[src/rtl/adder_seq_ctrl.sv]
// Sequencing controller: sums NOPS operands through one shared SUMW-bit adder.
// Optional ADD_SEQ_SAT_EN macro: saturate the accumulator on carry-out instead of wrapping.
module adder_seq_ctrl #(
  parameter int OPW  = 4,
  parameter int NOPS = 5,
  parameter int SUMW = 7
) (
  input  logic            clk,
  input  logic            rst_n,
  input  logic            start,
  input  logic            in_valid,
  input  logic [OPW-1:0]  in_data,
  output logic            in_ready,
  output logic            out_valid,
  input  logic            out_ready,
  output logic [SUMW-1:0] sum,
  output logic            ovf,
  output logic            busy,
  output logic [1:0]      dbg_state
);

  // Handshakes: a transfer happens on a rising edge where valid and ready are
  // both high; ready never depends on valid, and valid never drops until the
  // transfer completes.

  typedef enum logic [1:0] {
    S_IDLE = 2'd0,
    S_ACC  = 2'd1,
    S_DONE = 2'd2
  } state_t;

  state_t          state;
  state_t          state_nxt;
  logic [SUMW-1:0] acc;
  logic [3:0]      cnt;
  logic            ovf_q;
  logic [SUMW:0]   add_full;
  logic            carry;
  logic            beat;
  logic            last_beat;

  // Single shared adder; bit SUMW is the carry-out.
  assign add_full  = {1'b0, acc} + {{(SUMW + 1 - OPW){1'b0}}, in_data};
  assign carry     = add_full[SUMW];
  assign beat      = in_valid && (state == S_ACC);
  assign last_beat = beat && (cnt == 4'(NOPS - 1));

  always_comb begin
    state_nxt = state;
    case (state)
      S_IDLE:  if (start)     state_nxt = S_ACC;
      S_ACC:   if (last_beat) state_nxt = S_DONE;
      S_DONE:  if (out_ready) state_nxt = S_IDLE;
      default: state_nxt = S_IDLE;
    endcase
  end

  always_ff @(posedge clk) begin
    if (!rst_n) begin
      state <= S_IDLE;
      acc   <= '0;
      cnt   <= '0;
      ovf_q <= 1'b0;
    end else begin
      state <= state_nxt;
      if (state == S_IDLE && start) begin
        acc   <= '0;
        cnt   <= '0;
        ovf_q <= 1'b0;
      end else if (beat) begin
        cnt <= cnt + 4'd1;
        if (carry) ovf_q <= 1'b1;
`ifdef ADD_SEQ_SAT_EN
        // Once saturated, any further nonzero operand carries again, so acc stays pinned.
        acc <= carry ? {SUMW{1'b1}} : add_full[SUMW-1:0];
`else
        acc <= add_full[SUMW-1:0];
`endif
      end
    end
  end

  // Every output comes from registers or a state decode only.
  assign in_ready  = (state == S_ACC);
  assign out_valid = (state == S_DONE);
  assign busy      = (state != S_IDLE);
  assign sum       = acc;
  assign ovf       = ovf_q;
  assign dbg_state = state;

endmodule

[config.mk]
export PLATFORM = sky130hd
export DESIGN_NAME = adder_seq_ctrl
export DESIGN_NICKNAME = d
export VERILOG_FILES = /design/src/rtl/adder_seq_ctrl.sv
export SDC_FILE = /design/constraint.sdc
export NUM_CORES = 1
export LEC_CHECK = 0
export BUFFER_PORTS_ARGS = -buffer_cell sky130_fd_sc_hd__clkbuf_2
export CAP_MARGIN = 10
export CORE_MARGIN = 3
export CORE_UTILIZATION = 53
export DETAILED_ROUTE_END_ITERATION = 10
export GPL_TIMING_DRIVEN = 0
export PLACE_DENSITY = 0.81
export SKIP_CTS_REPAIR_TIMING = 1
export SLEW_MARGIN = 20
export SYNTH_ARGS = -nofsm -noshare
export SYNTH_HDL_FRONTEND = slang
export SYNTH_SLANG_ARGS = --single-unit
[constraint.sdc]
create_clock -name clk -period 3.5 [get_ports clk]
set_input_delay 0 -clock clk [delete_from_list [all_inputs] [get_ports clk]]
set_output_delay 0 -clock clk [all_outputs]
set_load 0.05 [all_outputs]
== After elaboration in Yosys (flattened, before gate mapping) ==
Cells that the tools add are included.

* Add/subtract/negate cells: 2
* Equality and inequality tests: 6
* Multiplexer cells: 4
* Bitwise operators: 1
* Reduce and logical (&&, ||, !) cells: 8

{| class="wikitable"
|+ Operators with widths
! operator !! count
|-
| adder 7 x 4 -> 8 bit || 1
|-
| 2-to-1 mux 2 bit || 3
|-
| case mux 2 bit (3 select lines) || 1
|-
| adder 4 x 1 -> 4 bit, second input constant || 1
|-
| equality test 4 x 3 -> 1 bit, second input constant || 1
|-
| inequality test 2 x 1 -> 1 bit, second input constant || 2
|-
| logical AND 1 bit || 3
|-
| AND reduction 3 bit || 1
|-
| equality test 2 x 1 -> 1 bit, second input constant || 1
|-
| equality test 2 bit, second input constant || 1
|-
| logical NOT 2 bit || 1
|-
| inequality test 2 bit, second input constant || 1
|-
| AND reduction 2 bit || 1
|-
| nonzero test 2 bit || 1
|-
| OR reduction 2 bit || 1
|-
| inverter 1 bit || 1
|}

* Logic and storage cells: 25
* Output and inout port bits: 13
* Flip-flop bits (word level): 14
* Input port bits: 9

== Logic depth before layout (Yosys ltp) ==
* Word-level depth: 5
* Depth in mapped cells: 7
* Gate-level depth less buffers: 7

== Worst setup path after synthesis ==
Ideal clock, no wire load.

* Path kind: reg2reg
* From: register acc[0], in the netlist sum[0]
* To: register acc[4], in the netlist sum[4]
* Cell stages (with the launch flop): 8
* Arrival time: 2010 ps
* Required time: 3426 ps
* Setup time: 74 ps
* Clock period less this slack: 2084 ps
* Buffers on the path: 0
* Setup slack: 1416 ps
* Cells stage by stage: dfxtp_1 -> ha_1 -> inv_1 -> fa_1 -> nor2b_1 -> o21ai_0 -> a2111o_1 -> o21ai_0

* Cells in the longest elaborated chain, start to end: 1

{| class="wikitable"
|+ RTL lines
! item !! line !! RTL
|-
| start, declared || 34 || <nowiki>logic [SUMW-1:0] acc;</nowiki>
|-
| start signal, assigned || 77 || <nowiki>acc <= add_full[SUMW-1:0];</nowiki>
|-
| adder 7 x 4 -> 8 bit || 43 || <nowiki>assign add_full = {1'b0, acc} + {{(SUMW + 1 - OPW){1'b0}}, in_data};</nowiki>
|}

No other way between the ends.
A chain may end at the register's enable or synchronous reset.

== Worst setup path in the final report ==
Same ends and word-level chain as after synthesis.

==> flow_summary.ini <==
[outcome]
outcome = finished clean

[worst_setup_path]
cp_slowest_cell = a2111o_1
cpMostUsedCell = o21ai_0
crit_fanout = 3
critPathCaptureType = register
r2r_slack_ns = 1.63
critical_path.max_stage_delay_ns = 0.45
cp.arrival_ns = 2.08
worstPathRequired_ns = 3.71
r2r-end = sum[4]
critPathKind = reg2reg
r2r_start = sum[0]
path_cells = ha_1 > inv_1 > fa_1 > nor2b_1 > o21ai_0 > a2111o_1 > o21ai_0
startpoint_type = register
r2r_cells = 7

[sta]
fin_crit_sh = 0.5338
report.final.slew_viol_count = 0
period_needed_ns = 1.868
worst_slack_ns = 1.632
setup_viol = 0
tns_ns = 0
hold_viol_final = 0
fmax_mhz = 535.3
tightestPinTransition_ns = 0.3566
finalClockSkew_ns = 0.003646
rsz0062_at_grt = no
relSlewSlack = 0.7598
holdWs_ns = 0.01186

[synth]
netlist.area_leader.share = 0.3648
synth_commonest_cells = dfxtp_1, a21oi_1, nand2_1
synth_area_sq_um = 768.2
async_flop_share = 0
ys_seq_area_frac = 0.3648
syn_nets = 107
synth.most_common_cell = dfxtp_1
synth_cells = 91
synth_cell_type_count = 29
synth.area.top_cells = dfxtp_1, ha_1, a21oi_1
yosys.area.top_type = dfxtp_1
yosys_warnings = 0
synth_edf_count = 0
synth_flop_cell = dfxtp_1
syn_avg_cell_area_sq_um = 8.442
synth-seq-cells = 14

[grt]
grt_pass1_vias = 628
met1_usage = 0.2273
grt_use_met2 = 0.3052
gr-total-overflow = 0
grt_pass1_wl_mm = 2.635
gr-usage-all-layers = 0.1794
antenna_found_initial = 0
grtUsageMet3 = 0.02439
grt.busiest_layer = met2
grt_max_degree = 11

[die]
initial_core_util = 0.5760
die-height_um = 44.07
io_pins = 22
rows = 13
die_area_sq_mm = 0.001942
core_area_sq_mm = 0.001334
fp.dieW_um = 44.07

[clock_network]
clockBufferDepth = 2
clock-sinks = 14
cts_max_level = 1
cts_tree = built
path_clk_slew_ns = 0.09
insertion_delay_ns = 0.28
cts_root_buffer = clkbuf_4
cts_made_buffers = 3

[finish]
drive_gt1_frac = 0.2564
n_antenna_cell = 0
fin_area_sq_um = 938.4
fin_nets = 134
syn_to_final_growth_pct = 22.15

[route]
viasPerCell = 5.371
firstDrtPassIters = 4
wl_per_cell_um = 11.94
wirelength_mm = 1.576
ant_nets = 0
vias = 709
drc = 0
drt_iter0_markers = 18

[power_and_ir_drop]
power_density_mw_per_mm2 = 397.1
leakage_nw = 0.4078
ir_drop_mv = 0.2257

[placed_design]
port_buffers = 21
pre_cts_ws_ns = 1.690
hpwl_mm = 1.118
place_area_sq_um = 892.1
gp_congestion = 0.7660

[hold_path]
hp-start = start
worstHoldEndpoint = dbg_state[0]
holdPathStages = 3
min_path_type = in2reg

[job]
maxCapViolations = 0
==> cell usage in the layout, fill, tap and decap left out, types with 2 or more instances in the layout <==
cell | synthesis | routed
clkbuf_2 | 0 | 21
dfxtp_1 | 14 | 14
a21oi_1 | 11 | 11
nand2_1 | 10 | 10
inv_1 | 8 | 8
nor2_1 | 6 | 6
ha_1 | 6 | 6
nor2b_1 | 5 | 5
o21ai_0 | 5 | 5
clkbuf_4 | 0 | 3
or2_2 | 2 | 2
nand2b_1 | 2 | 2
xor2_1 | 2 | 2
a211o_1 | 2 | 2
o21a_1 | 2 | 2
==> flip-flops by register name (all words and copies together), names as in the netlist <==
| register | count |
|---|---|
| sum | 7 |
| ovf | 1 |
| cnt | 4 |
| dbg_state | 2 |
==> worst max path at each step <==
stage                       from  endpoint  slack, ns  depth (start not counted)
final                     sum[0]    sum[4]       1.63                          7
after global routing      sum[0]    sum[4]       1.48                          7
after CTS                 sum[0]    sum[4]       1.65                          7
after detailed placement  sum[0]    sum[4]       1.69                          7
after global placement    sum[0]    sum[4]       1.74                          7
after floorplan           sum[0]    sum[4]       1.42                          7
==> layer usage <==
| layer | vias to the layer above | part of all wire |
|---|---|---|
| li1 | 361 | - |
| met1 | 321 | 0.47 |
| met2 | 20 | 0.46 |
| met3 | 7 | 0.042 |
| met4 | 0 | 0.025 |
| met5 | - | 0 |
==> final cells by class <==
cell class	count	area, sq um
tap	15	18.77
multi-input combinational	67	441.7
clock buffer	4	36.28
sequential	14	280.3
fill	105	395.4
timing repair buffer	22	115.1
buffer	2	16.27
inverter	8	30.03
==> kinds of logic (layout without fill, tap and decap cells) <==
family	after synthesis	count (layout)	share of synthesized area
adders and majority gates	7	7	0.1238
buffers and inverters	10	36	0.06025
xor gates and xnor gates	3	3	0.03421
DFF	14	14	0.3648
muxes	1	1	0.01303
and+or+nand+nor	33	33	0.2215
AOI/OAI and AO/OA	23	23	0.1824
==> stage by stage <==
step | total power [mW] | util | instances
after global routing | 0.3865 | 0.7036 | 132
after CTS | 0.3728 | 0.6961 | 131
after floorplan | 0.2349 | - | 91
after global placement | 0.2536 | 0.6689 | 127
final | 0.3726 | 0.7036 | 132
after detailed placement | 0.2556 | 0.6689 | 127
==> worst max-delay path, delay by kind of cell (launching register included) <==
kind,cells,cell delay (ns)
AND/OR/NAND/NOR,1,0.16
adder cells (fa/ha/maj),2,0.55
flip-flops,1,0.35
buffers and inverters,1,0.05
AO/OA/AOI/OAI,3,0.69
==> power breakdown <==
group	switching [mW]	leakage (nW)	total, mW	internal (mW)
Clock	0.0556	0.0210	0.119	0.0633
Combinational	0.0573	0.274	0.0841	0.0269
Sequential	0.00572	0.113	0.170	0.164
Total	0.119	0.408	0.373	0.254
(Power assumes the default switching activity.)
